## config.mk

```make
export PLATFORM = sky130hd
export DESIGN_NAME = cache_base_ctrl
export DESIGN_NICKNAME = d
export VERILOG_FILES = /design/src/rtl/cache_base_ctrl.sv
export SDC_FILE = /design/constraint.sdc
export NUM_CORES = 1
export LEC_CHECK = 0
export CAP_MARGIN = 20
export CORE_MARGIN = 3
export CORE_UTILIZATION = 30
export CTS_CLUSTER_SIZE = 16
export DETAILED_ROUTE_END_ITERATION = 10
export PLACE_DENSITY = 0.49
export SLEW_MARGIN = 30
export SYNTH_ARGS = -nofsm -noshare
export SYNTH_HDL_FRONTEND = slang
export SYNTH_SLANG_ARGS = --single-unit
export TNS_END_PERCENT = 100
```

## constraint.sdc

```tcl
create_clock -name clk -period 3.3 [get_ports clk]
set_input_delay 0.825 -clock clk [delete_from_list [all_inputs] [get_ports clk]]
set_output_delay 0.825 -clock clk [all_outputs]
set_load 0.02 [all_outputs]
```

## src/rtl/cache_base_ctrl.sv

```systemverilog
// ============================================================================
// Module   : cache_base_ctrl
// Purpose  : Blocking write-through, no-allocate cache controller FSM with
//            line refill. Optional macro LAB3_CACHE_HIT_FASTPATH_EN answers
//            read hits directly from TAG_CHECK.
// Revision : 1.0
// ============================================================================
`default_nettype none

module cache_base_ctrl #(
    parameter int NUM_LINES      = 32,
    parameter int WORDS_PER_LINE = 16
) (
    input  logic       clk,
    input  logic       reset,
    input  logic       memreq_val,
    output logic       memreq_rdy,
    output logic       memresp_val,
    input  logic       memresp_rdy,
    output logic       cache_req_val,
    input  logic       cache_req_rdy,
    input  logic       cache_resp_val,
    output logic       cache_resp_rdy,
    input  logic       read,
    input  logic       tag_array_match,
    input  logic [4:0] index,
    output logic       data_array_r_en,
    output logic       data_array_w_en,
    output logic       data_array_write_mux_sel,
    output logic       tag_array_w_en,
    output logic [4:0] received_mem_resp_num,
    output logic [3:0] refill_req_word,
    output logic       cache_req_is_write
);

    typedef enum logic [2:0] {
        S_IDLE       = 3'd0,
        S_TAG_CHECK  = 3'd1,
        S_REFILL     = 3'd2,
        S_WRITE_REQ  = 3'd3,
        S_WRITE_WAIT = 3'd4,
        S_RESP       = 3'd5
    } state_t;

    localparam logic [4:0] c_WORDS = 5'(WORDS_PER_LINE);
    localparam logic [4:0] c_LAST  = 5'(WORDS_PER_LINE - 1);

    state_t                 r_state_q;
    state_t                 w_state_d;
    logic [NUM_LINES-1:0]   r_valid_q;
    logic [NUM_LINES-1:0]   w_valid_d;
    logic [4:0]             r_req_cnt_q;
    logic [4:0]             w_req_cnt_d;
    logic [4:0]             r_resp_cnt_q;
    logic [4:0]             w_resp_cnt_d;
    logic                   w_hit;

    assign w_hit = tag_array_match & r_valid_q[index];

    always_comb begin
        w_state_d                = r_state_q;
        w_valid_d                = r_valid_q;
        w_req_cnt_d              = r_req_cnt_q;
        w_resp_cnt_d             = r_resp_cnt_q;
        memreq_rdy               = 1'b0;
        memresp_val              = 1'b0;
        cache_req_val            = 1'b0;
        cache_resp_rdy           = 1'b0;
        data_array_r_en          = 1'b0;
        data_array_w_en          = 1'b0;
        data_array_write_mux_sel = 1'b0;
        tag_array_w_en           = 1'b0;
        refill_req_word          = 4'd0;
        cache_req_is_write       = 1'b0;
        received_mem_resp_num    = r_resp_cnt_q;

        case (r_state_q)
            S_IDLE: begin
                memreq_rdy = 1'b1;
                if (memreq_val) begin
                    w_state_d = S_TAG_CHECK;
                end
            end
            S_TAG_CHECK: begin
                data_array_r_en = 1'b1;
                if (read) begin
                    if (w_hit) begin
`ifdef LAB3_CACHE_HIT_FASTPATH_EN
                        memresp_val = 1'b1;
                        w_state_d   = memresp_rdy ? S_IDLE : S_RESP;
`else
                        w_state_d   = S_RESP;
`endif
                    end else begin
                        w_req_cnt_d  = 5'd0;
                        w_resp_cnt_d = 5'd0;
                        w_state_d    = S_REFILL;
                    end
                end else begin
                    // Write-through, no-allocate: only a hit updates the array
                    data_array_w_en = w_hit;
                    w_state_d       = S_WRITE_REQ;
                end
            end
            S_REFILL: begin
                cache_resp_rdy = 1'b1;
                if (r_req_cnt_q < c_WORDS) begin
                    cache_req_val   = 1'b1;
                    refill_req_word = r_req_cnt_q[3:0];
                    if (cache_req_rdy) begin
                        w_req_cnt_d = r_req_cnt_q + 5'd1;
                    end
                end
                if (cache_resp_val && (r_resp_cnt_q < c_WORDS)) begin
                    data_array_w_en          = 1'b1;
                    data_array_write_mux_sel = 1'b1;
                    w_resp_cnt_d             = r_resp_cnt_q + 5'd1;
                    if (r_resp_cnt_q == c_LAST) begin
                        tag_array_w_en   = 1'b1;
                        w_valid_d[index] = 1'b1;
                        w_state_d        = S_RESP;
                    end
                end
            end
            S_WRITE_REQ: begin
                cache_req_val      = 1'b1;
                cache_req_is_write = 1'b1;
                if (cache_req_rdy) begin
                    w_state_d = S_WRITE_WAIT;
                end
            end
            S_WRITE_WAIT: begin
                cache_resp_rdy = 1'b1;
                if (cache_resp_val) begin
                    w_state_d = S_RESP;
                end
            end
            S_RESP: begin
                memresp_val = 1'b1;
                if (memresp_rdy) begin
                    w_state_d = S_IDLE;
                end
            end
            default: begin
                w_state_d = S_IDLE;
            end
        endcase

        // Reset wins over any in-flight transition and presents IDLE outputs
        if (reset) begin
            w_state_d                = S_IDLE;
            w_valid_d                = '0;
            w_req_cnt_d              = 5'd0;
            w_resp_cnt_d             = 5'd0;
            memreq_rdy               = 1'b1;
            memresp_val              = 1'b0;
            cache_req_val            = 1'b0;
            cache_resp_rdy           = 1'b0;
            data_array_r_en          = 1'b0;
            data_array_w_en          = 1'b0;
            data_array_write_mux_sel = 1'b0;
            tag_array_w_en           = 1'b0;
            refill_req_word          = 4'd0;
            cache_req_is_write       = 1'b0;
            received_mem_resp_num    = 5'd0;
        end
    end

    always_ff @(posedge clk) begin
        if (reset) begin
            r_state_q    <= S_IDLE;
            r_valid_q    <= '0;
            r_req_cnt_q  <= 5'd0;
            r_resp_cnt_q <= 5'd0;
        end else begin
            r_state_q    <= w_state_d;
            r_valid_q    <= w_valid_d;
            r_req_cnt_q  <= w_req_cnt_d;
            r_resp_cnt_q <= w_resp_cnt_d;
        end
    end

endmodule

`default_nettype wire

```

==> impl_metrics.ini, run 1 <==
[die]
pin_count = 31
fp-row-count = 30
dieHeight_um = 91.3
fp.coreArea_um2 = 6940
initial_core_util_pct = 31.5
dieArea_um2 = 8340
die-width_um = 91.3

[routing]
drtAntennaViolNets = 0
drt_iter0_drc = 55
vias = 1899
routedWlPerCell_um = 14.8
vias_per_cell = 5.06
drc = 0
first_pass_iters = 4
routed_wl_um = 5560

[setup_path]
r2r_start = r_valid_q[15]
arrival_ns = 2.59
critPathMaxFanout = 6
path_class = in -> out
ff2ff_setup_slack_ns = 0.88
cp.required_ns = 2.47
r2r_end = r_req_cnt_q[1]
r2r_cells = 7
critPathLaunchType = input pin
endpoint_kind = primary output

[outcome]
outcome = finished, violations left
violations = setup timing

[power]
p_per_area_nw_per_um2 = 491
p_int_w = 0.00100
sw_frac_of_total_pct = 31.7
switchingPower_w = 0.000465
p_seq_share_pct = 39.7
p_comb_share_pct = 31.7
vdd_drop_max_v = 0.000219
clockPowerShare_pct = 28.6
p_leak_nw = 1.22

[min_path]
hp-start = r_valid_q[16]
holdPathEnd = r_valid_q[16]
hold_path.class = reg -> reg
whs_path_depth = 1

[cells_and_area]
finalNonFillerCells = 375
drive_above_1_share_pct = 21.5
num_antenna_cells = 0
post-route-util_pct = 43.0
fin_nets = 294
fin_area_um2 = 2990
area_delta_synth_final_pct = 36.7
n_fill_cell = 687

[timing]
whs_ns = 0.462
clock.fmax_mhz = 293
finalClockSkew_ns = 0.0109
fin_ws_ns = -0.110
relSlewSlack_pct = 63.2
setup_viol = 1
rsz0062_at_grt = true
timing.final.crit_share_pct = 103
hold_viol = 0
layout_min_cycle_time_ns = 3.41
worst_pin_slew_ns = 0.547
drv_slew = 0

[logic_synthesis]
synthMostInstantiatedCell = dfxtp_1
synth_top_area_cell = dfxtp_1
synthCells = 225
syn_area_per_cell_um2 = 9.71
syn-cell-area_um2 = 2180
synth-xor-area-share_pct = 0.802
muxShareOfSynthArea_pct = 9.16
synth_top_family_by_area = compound AO/OA/AOI/OAI gates
ys_seq_area_share_pct = 41.2
synthAdderAreaFrac_pct = 1.72
synth_nets = 241
synth_compound_area_share_pct = 24.3
ys_async_sr_fraction_pct = 0
yosys.area_share.simple_pct = 18.0
synth_commonest_cells = dfxtp_1 (45), o2bb2ai_1 (32), nand2_1 (13)
yosysWarnings = 0
synth_edf_count = 0
ys_types = 42
synth_area_leaders = dfxtp_1 (41%), o2bb2ai_1 (13%), mux4_2 (8.2%)
ys_dominant_reg_cell = dfxtp_1
yosysTopAreaCellShare_pct = 41.2
ys_seq_elements = 45

[grt]
globalRouteMet3Util_pct = 3.40
grt.total_usage_pct = 13.6
grt_pass1_wl_um = 9070
met2_usage_pct = 22.9
grt_pass1_vias = 1867
grt_max_degree = 36
grt-busiest-layer = met2
antenna_found_initial = 0
use_met1_pct = 16.9
grt.overflow.total = 0

[placed_design]
dp_cells = 362
gp_congestion = 0.746
dpl_cell_area_um2 = 2770
hpwlAfterDp_um = 3970
port_buffers = 30

[flow_run]
max_cap_viol_count = 0

[clock_tree]
cts_tree = yes
clk_pin_slew_ns = 0.08
clkSinkCount = 45
cts_buffers = 5
root_buffer = clkbuf_8
cts_max_path_buffers = 2
cts_hold_buf = 0
clk_latency_ns = 0.30
htreeDepth = 2
## final cells by class
type	count	area (µm²)	area share [%]
multi-input combinational	154	1200	40.1
sequential	45	901	30.2
tap	96	120	4.02
inverter	9	33.8	1.13
clock buffer	6	72.6	2.43
clock inverter	2	38.8	1.30
timing repair buffer	63	622	20.8
## worst max path at each step
stage               startpoint              end
floorplan             index[0]  data_array_w_en
global placement      index[0]  data_array_w_en
detailed placement    index[0]  data_array_w_en
CTS                   index[0]  data_array_w_en
global route          index[0]  data_array_w_en
finish                index[0]  data_array_w_en
## cells in the final DEF (no fill, tap or decap), drive strengths merged, types with 3 or more instances in the layout
cell,Yosys,layout
dlymetal6s2s,0,7
inv,8,8
nor2,12,12
buf,5,34
nor2b,7,7
clkdlybuf4s50,0,14
nor3b,3,3
o21ai,7,7
or3,5,5
a32o,3,3
dlygate4sd2,0,6
o2bb2ai,32,32
nor3,7,7
or3b,3,3
nand2,13,13
a21oi,11,11
and2,5,5
ha,3,3
dfxtp,45,45
nand3,5,5
nand2b,5,5
or2,4,4
mux4,8,8
clkbuf,12,8
## timing repair
action / in CTS / in global routing
endpoints found under the hold margin: 0 / 0
gates cloned: 1 / 1
resized for setup: 19 / 15
pin swaps: 2 / 4
endpoints found under the setup margin: 4 / 8
setup buffers: 2 / 1
## power by group through the flow
stage               Sequential [W]  Combinational (W)  Clock (W)
floorplan                 0.000590           0.000273          0
global placement          0.000596           0.000455          0
detailed placement        0.000596           0.000456          0
CTS                       0.000583           0.000457   0.000431
global route              0.000587           0.000512   0.000454
finish                    0.000583           0.000465   0.000420
## metrics by stage
| step | power, W | TNS [ns] | setup slack, ns |
|---|---|---|---|
| floorplan | 0.000863 | 0 | 0.0660 |
| global placement | 0.00105 | -2.63 | -0.932 |
| detailed placement | 0.00105 | -2.85 | -0.941 |
| CTS | 0.00147 | -0.139 | -0.139 |
| global route | 0.00155 | -0.169 | -0.165 |
| finish | 0.00147 | -0.110 | -0.110 |
## registers in the layout (all words and copies together), names as in the netlist
register,count
r_req_cnt_q,5
r_state_q,3
r_valid_q,32
r_resp_cnt_q,5
## cell families after synthesis
kind of cell    Yosys count
buf+inv                  26
flops                    45
compound gates           66
fa+ha+maj                 3
simple gates             73
mux                      10
xor+xnor                  2
## worst max-delay path, stage by stage
cell      delay, ns
buf_8          0.09
buf_16         0.11
mux4_2         0.49
a32o_2         0.31
o41ai_4        0.39
nand2b_4       0.20
a21oi_4        0.05
buf_6          0.13
## metal layers
| metal | vias up | routed length, µm |
|---|---|---|
| met5 | - | 0 |
| met1 | 901 | 2570 |
| met3 | 6 | 250 |
| li1 | 949 | - |
| met4 | 0 | 53 |
| met2 | 43 | 2680 |
No activity file was read; power rests on OpenSTA's default activity.
==> inputs of run 2 (changes only) <==
- MAX_ROUTING_LAYER: unset -> met4
==> impl_metrics.ini, run 2 (synthesis results as in run 1) <==
[grt]
grt_max_degree = 36
grt_pass1_wl_um = 9070
grt.total_usage_pct = 14.0
grt_pass1_vias = 1865
antenna_found_initial = 0
grt.overflow.total = 0

[die]
fp.coreArea_um2 = 6940
dieArea_um2 = 8340
initial_core_util_pct = 31.5
dieHeight_um = 91.3
pin_count = 31
fp-row-count = 30
die-width_um = 91.3

[clock_tree]
clk_latency_ns = 0.30
cts_hold_buf = 0
htreeDepth = 2
clk_pin_slew_ns = 0.09
clkSinkCount = 45
cts_max_path_buffers = 2
cts_tree = yes
cts_buffers = 5
root_buffer = clkbuf_8

[cells_and_area]
mostFrequentLayoutCell = dfxtp_1
largest_reg_flops = 32
area_delta_synth_final_pct = 36.7
fin_nets = 294
final_cell_mix = dfxtp_1 (45), o2bb2ai_1 (32), buf_4 (29)
fin_area_um2 = 2990
num_antenna_cells = 0
drive_above_1_share_pct = 21.5
regMostFlops = r_valid_q
largest_registers = r_valid_q (32), r_req_cnt_q (5), r_resp_cnt_q (5)
finalNonFillerCells = 375

[setup_path]
r2r_end = r_req_cnt_q[1]
critPathLaunchType = input pin
endpoint_kind = primary output
r2r_start = r_valid_q[15]
startpoint = index[0]
crit_path_end = data_array_w_en
cp.required_ns = 2.47
ff2ff_setup_slack_ns = 0.88
r2r_cells = 7
arrival_ns = 2.58
path_class = in -> out
critPathMaxFanout = 6

[routing]
drt_iter0_drc = 53
first_pass_iters = 4
vias_per_cell = 5.06
drtAntennaViolNets = 0
drc = 0
routed_wl_um = 5550
routedWlPerCell_um = 14.8
vias = 1897

[timing]
layout_min_cycle_time_ns = 3.41
clock.fmax_mhz = 294
rsz0062_at_grt = true
setup-tns-final_ns = -0.107
hold_viol = 0
relSlewSlack_pct = 62.5
worst_pin_slew_ns = 0.557
finalClockSkew_ns = 0.0123
timing.final.crit_share_pct = 103
setup_viol = 1
fin_ws_ns = -0.107
whs_ns = 0.465
drv_slew = 0

[outcome]
violations = setup timing
outcome = finished, violations left

[placed_design]
hpwlAfterDp_um = 3970
dpl_cell_area_um2 = 2770
port_buffers = 30
gp_congestion = 0.755
dp_cells = 362

[power]
vdd_drop_max_v = 0.000220
p_per_area_nw_per_um2 = 491
p_leak_nw = 1.22

[flow_run]
max_cap_viol_count = 0

[min_path]
hold_path.class = reg -> reg
==> run 2: cell counts in the layout (fill, tap and decap cells not counted) <==
Identical to the previous run, type by type.
==> run 2: how the worst min path moves through the flow <==
stage	start	to	slack, ns	depth (start not counted)
6_report	r_valid_q[15]	r_valid_q[15]	0.47	1
5_1_grt	r_valid_q[24]	r_valid_q[24]	0.48	1
4_1_cts	r_valid_q[16]	r_valid_q[16]	0.47	1
3_5_place_dp	r_valid_q[26]	r_valid_q[26]	0.45	1
3_3_place_gp	r_valid_q[16]	r_valid_q[16]	0.44	1
2_1_floorplan	r_valid_q[10]	r_valid_q[10]	0.43	1
==> run 2: critical path, stage by stage <==
cell and delay [ns]:
buf_8 0.09, buf_16 0.11, mux4_2 0.49, a32o_2 0.31, o41ai_4 0.39, nand2b_4 0.20, a21oi_4 0.05, buf_6 0.13
==> run 2: area by class of cell <==
class,instances,area [µm²]
repair buffers,63,622
clock buffers,6,72.6
inverters,9,33.8
clock inverters,2,38.8
flip-flops and latches,45,901
well taps,96,120
fillers,687,3960
multi-input cells,154,1200
==> run 2: per-layer routing <==
layer | vias up | GRT usage (%) | routed length (µm)
li1 | 950 | - | -
met1 | 896 | 17.0 | 2590
met2 | 42 | 22.9 | 2660
met3 | 9 | 3.23 | 220
met4 | 0 | 4.52 | 75
met5 | - | - | 0
==> run 2: stage by stage <==
stage / util, % / total power (W) / setup slack [ns]
3_3_place_gp: 39.9 / 0.00105 / -0.932
2_1_floorplan: - / 0.000863 / 0.0660
3_5_place_dp: 39.9 / 0.00105 / -0.941
6_report: 43.0 / 0.00147 / -0.107
4_1_cts: 41.9 / 0.00147 / -0.139
5_1_grt: 43.0 / 0.00155 / -0.165
==> run 2: timing repair <==
action / 4_1_cts / 5_1_grt
setup endpoints to repair: 4 / 8
setup buffers: 2 / 1
gates cloned: 1 / 1
pin swaps: 2 / 4
resized for setup: 19 / 15
==> run 2: power by group <==
group	switching [W]	leakage, nW	internal, W
clock network	0.000193	0.0554	0.000228
logic	0.000254	0.800	0.000210
registers	0.0000187	0.363	0.000564
total	0.000466	1.22	0.00100
==> inputs of run 3 (changes only) <==
- CORE_UTILIZATION: 30 -> 50
- PLACE_DENSITY: 0.49 -> 0.74
==> impl_metrics.ini, run 3 (synthesis results as in run 1) <==
[setup_path]
endpoint_kind = primary output
critPathMaxFanout = 3
r2r_cells = 8
arrival_ns = 2.56
r2r_end = r_req_cnt_q[1]
r2r_start = r_valid_q[22]
ff2ff_setup_slack_ns = 0.82
cp.required_ns = 2.47
critPathLaunchType = input pin
path_class = in -> out

[routing]
drc = 0
vias = 1970
vias_per_cell = 5.95
drtAntennaViolNets = 0
drt_iter0_drc = 177
first_pass_iters = 4
routed_wl_um = 5320
routedWlPerCell_um = 16.1

[cells_and_area]
mostFrequentLayoutCell = dfxtp_1
drive_above_1_share_pct = 23.1
largest_registers = r_valid_q (32), r_req_cnt_q (5), r_resp_cnt_q (5)
largest_reg_flops = 32
area_delta_synth_final_pct = 32.0
finalNonFillerCells = 331
fin_nets = 296
n_fill_cell = 322
regMostFlops = r_valid_q
final_cell_mix = dfxtp_1 (45), o2bb2ai_1 (32), buf_4 (30)
post-route-util_pct = 70.1
num_antenna_cells = 0

[die]
pin_count = 31
fp-row-count = 23
dieHeight_um = 72.1
die-width_um = 72.1
fp.coreArea_um2 = 4120
dieArea_um2 = 5200
initial_core_util_pct = 53.1

[clock_tree]
cts_hold_buf = 0
root_buffer = clkbuf_8
cts_buffers = 5
clkSinkCount = 45
cts_tree = yes
clk_latency_ns = 0.30
htreeDepth = 2
cts_max_path_buffers = 2
clk_pin_slew_ns = 0.09

[timing]
relSlewSlack_pct = 59.1
clock.fmax_mhz = 295
worst_pin_slew_ns = 0.607
setup_viol = 1
fin_ws_ns = -0.0851
rsz0062_at_grt = true
drv_slew = 0
layout_min_cycle_time_ns = 3.39
hold_viol = 0
timing.final.crit_share_pct = 103
finalClockSkew_ns = 0.00552
setup-tns-final_ns = -0.0851

[power]
p_comb_share_pct = 33.0
p_per_area_nw_per_um2 = 490
p_int_w = 0.000947
vdd_drop_max_v = 0.000467
clockPowerShare_pct = 25.7
sw_frac_of_total_pct = 33.0
p_seq_share_pct = 41.3
switchingPower_w = 0.000467
p_leak_nw = 1.10

[placed_design]
gp_congestion = 0.905
dp_cells = 317
port_buffers = 30
hpwlAfterDp_um = 3820
place_ws_ns = -0.938

[min_path]
holdPathEnd = r_valid_q[2]
hold_path.class = reg -> reg
whs_path_depth = 1
hp-start = r_valid_q[2]

[outcome]
violations = setup timing
outcome = finished, violations left

[grt]
grt_pass1_vias = 1873
antenna_found_initial = 0
grt_max_degree = 36
grt_pass1_wl_um = 8790
grt.total_usage_pct = 22.1
grt.overflow.total = 0

[flow_run]
max_cap_viol_count = 0
[run 3: critical path, stage by stage]
cell,delay [ns]
buf_12,0.08
buf_8,0.10
buf_6,0.09
mux4_2,0.48
a32o_2,0.25
o41ai_4,0.36
nand2b_4,0.19
a21oi_2,0.05
buf_6,0.13
[run 3: layout make-up]
type                            instances  area (µm²)  share of cell area [%]
Multi-Input combinational cell        154        1200                    41.5
Timing Repair Buffer                   65         591                    20.5
Clock inverter                          2        16.3                   0.564
Inverter                                9        33.8                    1.17
Clock buffer                            6        82.6                    2.86
Tap cell                               50        62.6                    2.17
Sequential cell                        45         901                    31.2
[run 3: through the flow]
stage	cell area (µm²)	hold slack [ns]	total power [W]
5_1_grt	2880	0.487	0.00149
6_report	2880	0.469	0.00141
3_5_place_dp	2710	0.445	0.00105
3_3_place_gp	2710	0.448	0.00104
4_1_cts	2860	0.469	0.00142
2_1_floorplan	2180	0.427	0.000863
[run 3: how the worst max path moves through the flow]
| stage | from | slack (ns) | endpoint |
|---|---|---|---|
| floorplan | index[0] | 0.07 | data_array_w_en |
| global route | index[0] | -0.12 | data_array_w_en |
| global placement | index[0] | -0.91 | data_array_w_en |
| finish | index[0] | -0.09 | data_array_w_en |
| detailed placement | index[0] | -0.94 | data_array_w_en |
| CTS | index[0] | -0.14 | data_array_w_en |
[run 3: power groups by stage]
stage | Clock (W) | Combinational (W) | Sequential, W
2_1_floorplan | 0 | 0.000273 | 0.000590
3_3_place_gp | 0 | 0.000442 | 0.000596
3_5_place_dp | 0 | 0.000450 | 0.000596
4_1_cts | 0.000372 | 0.000461 | 0.000583
5_1_grt | 0.000393 | 0.000507 | 0.000587
6_report | 0.000363 | 0.000467 | 0.000584
[run 3: timing repair]
item / in CTS / in global routing
pin swaps: 4 / 2
buffers inserted: 4 / 2
setup endpoints to repair: 3 / 7
gates cloned: 1 / 0
gates resized for setup: 26 / 6
[run 3: routing by layer]
layer / wire length [µm] / vias to the layer above / GRT usage, % / share of wire [%]
met1: 2280 / 920 / 27.5 / 43
met4: 127 / 0 / 9.19 / 2.4
met5: 0 / - / - / 0
met3: 332 / 14 / 4.02 / 6.2
met2: 2580 / 77 / 35.4 / 48
li1: - / 959 / - / -
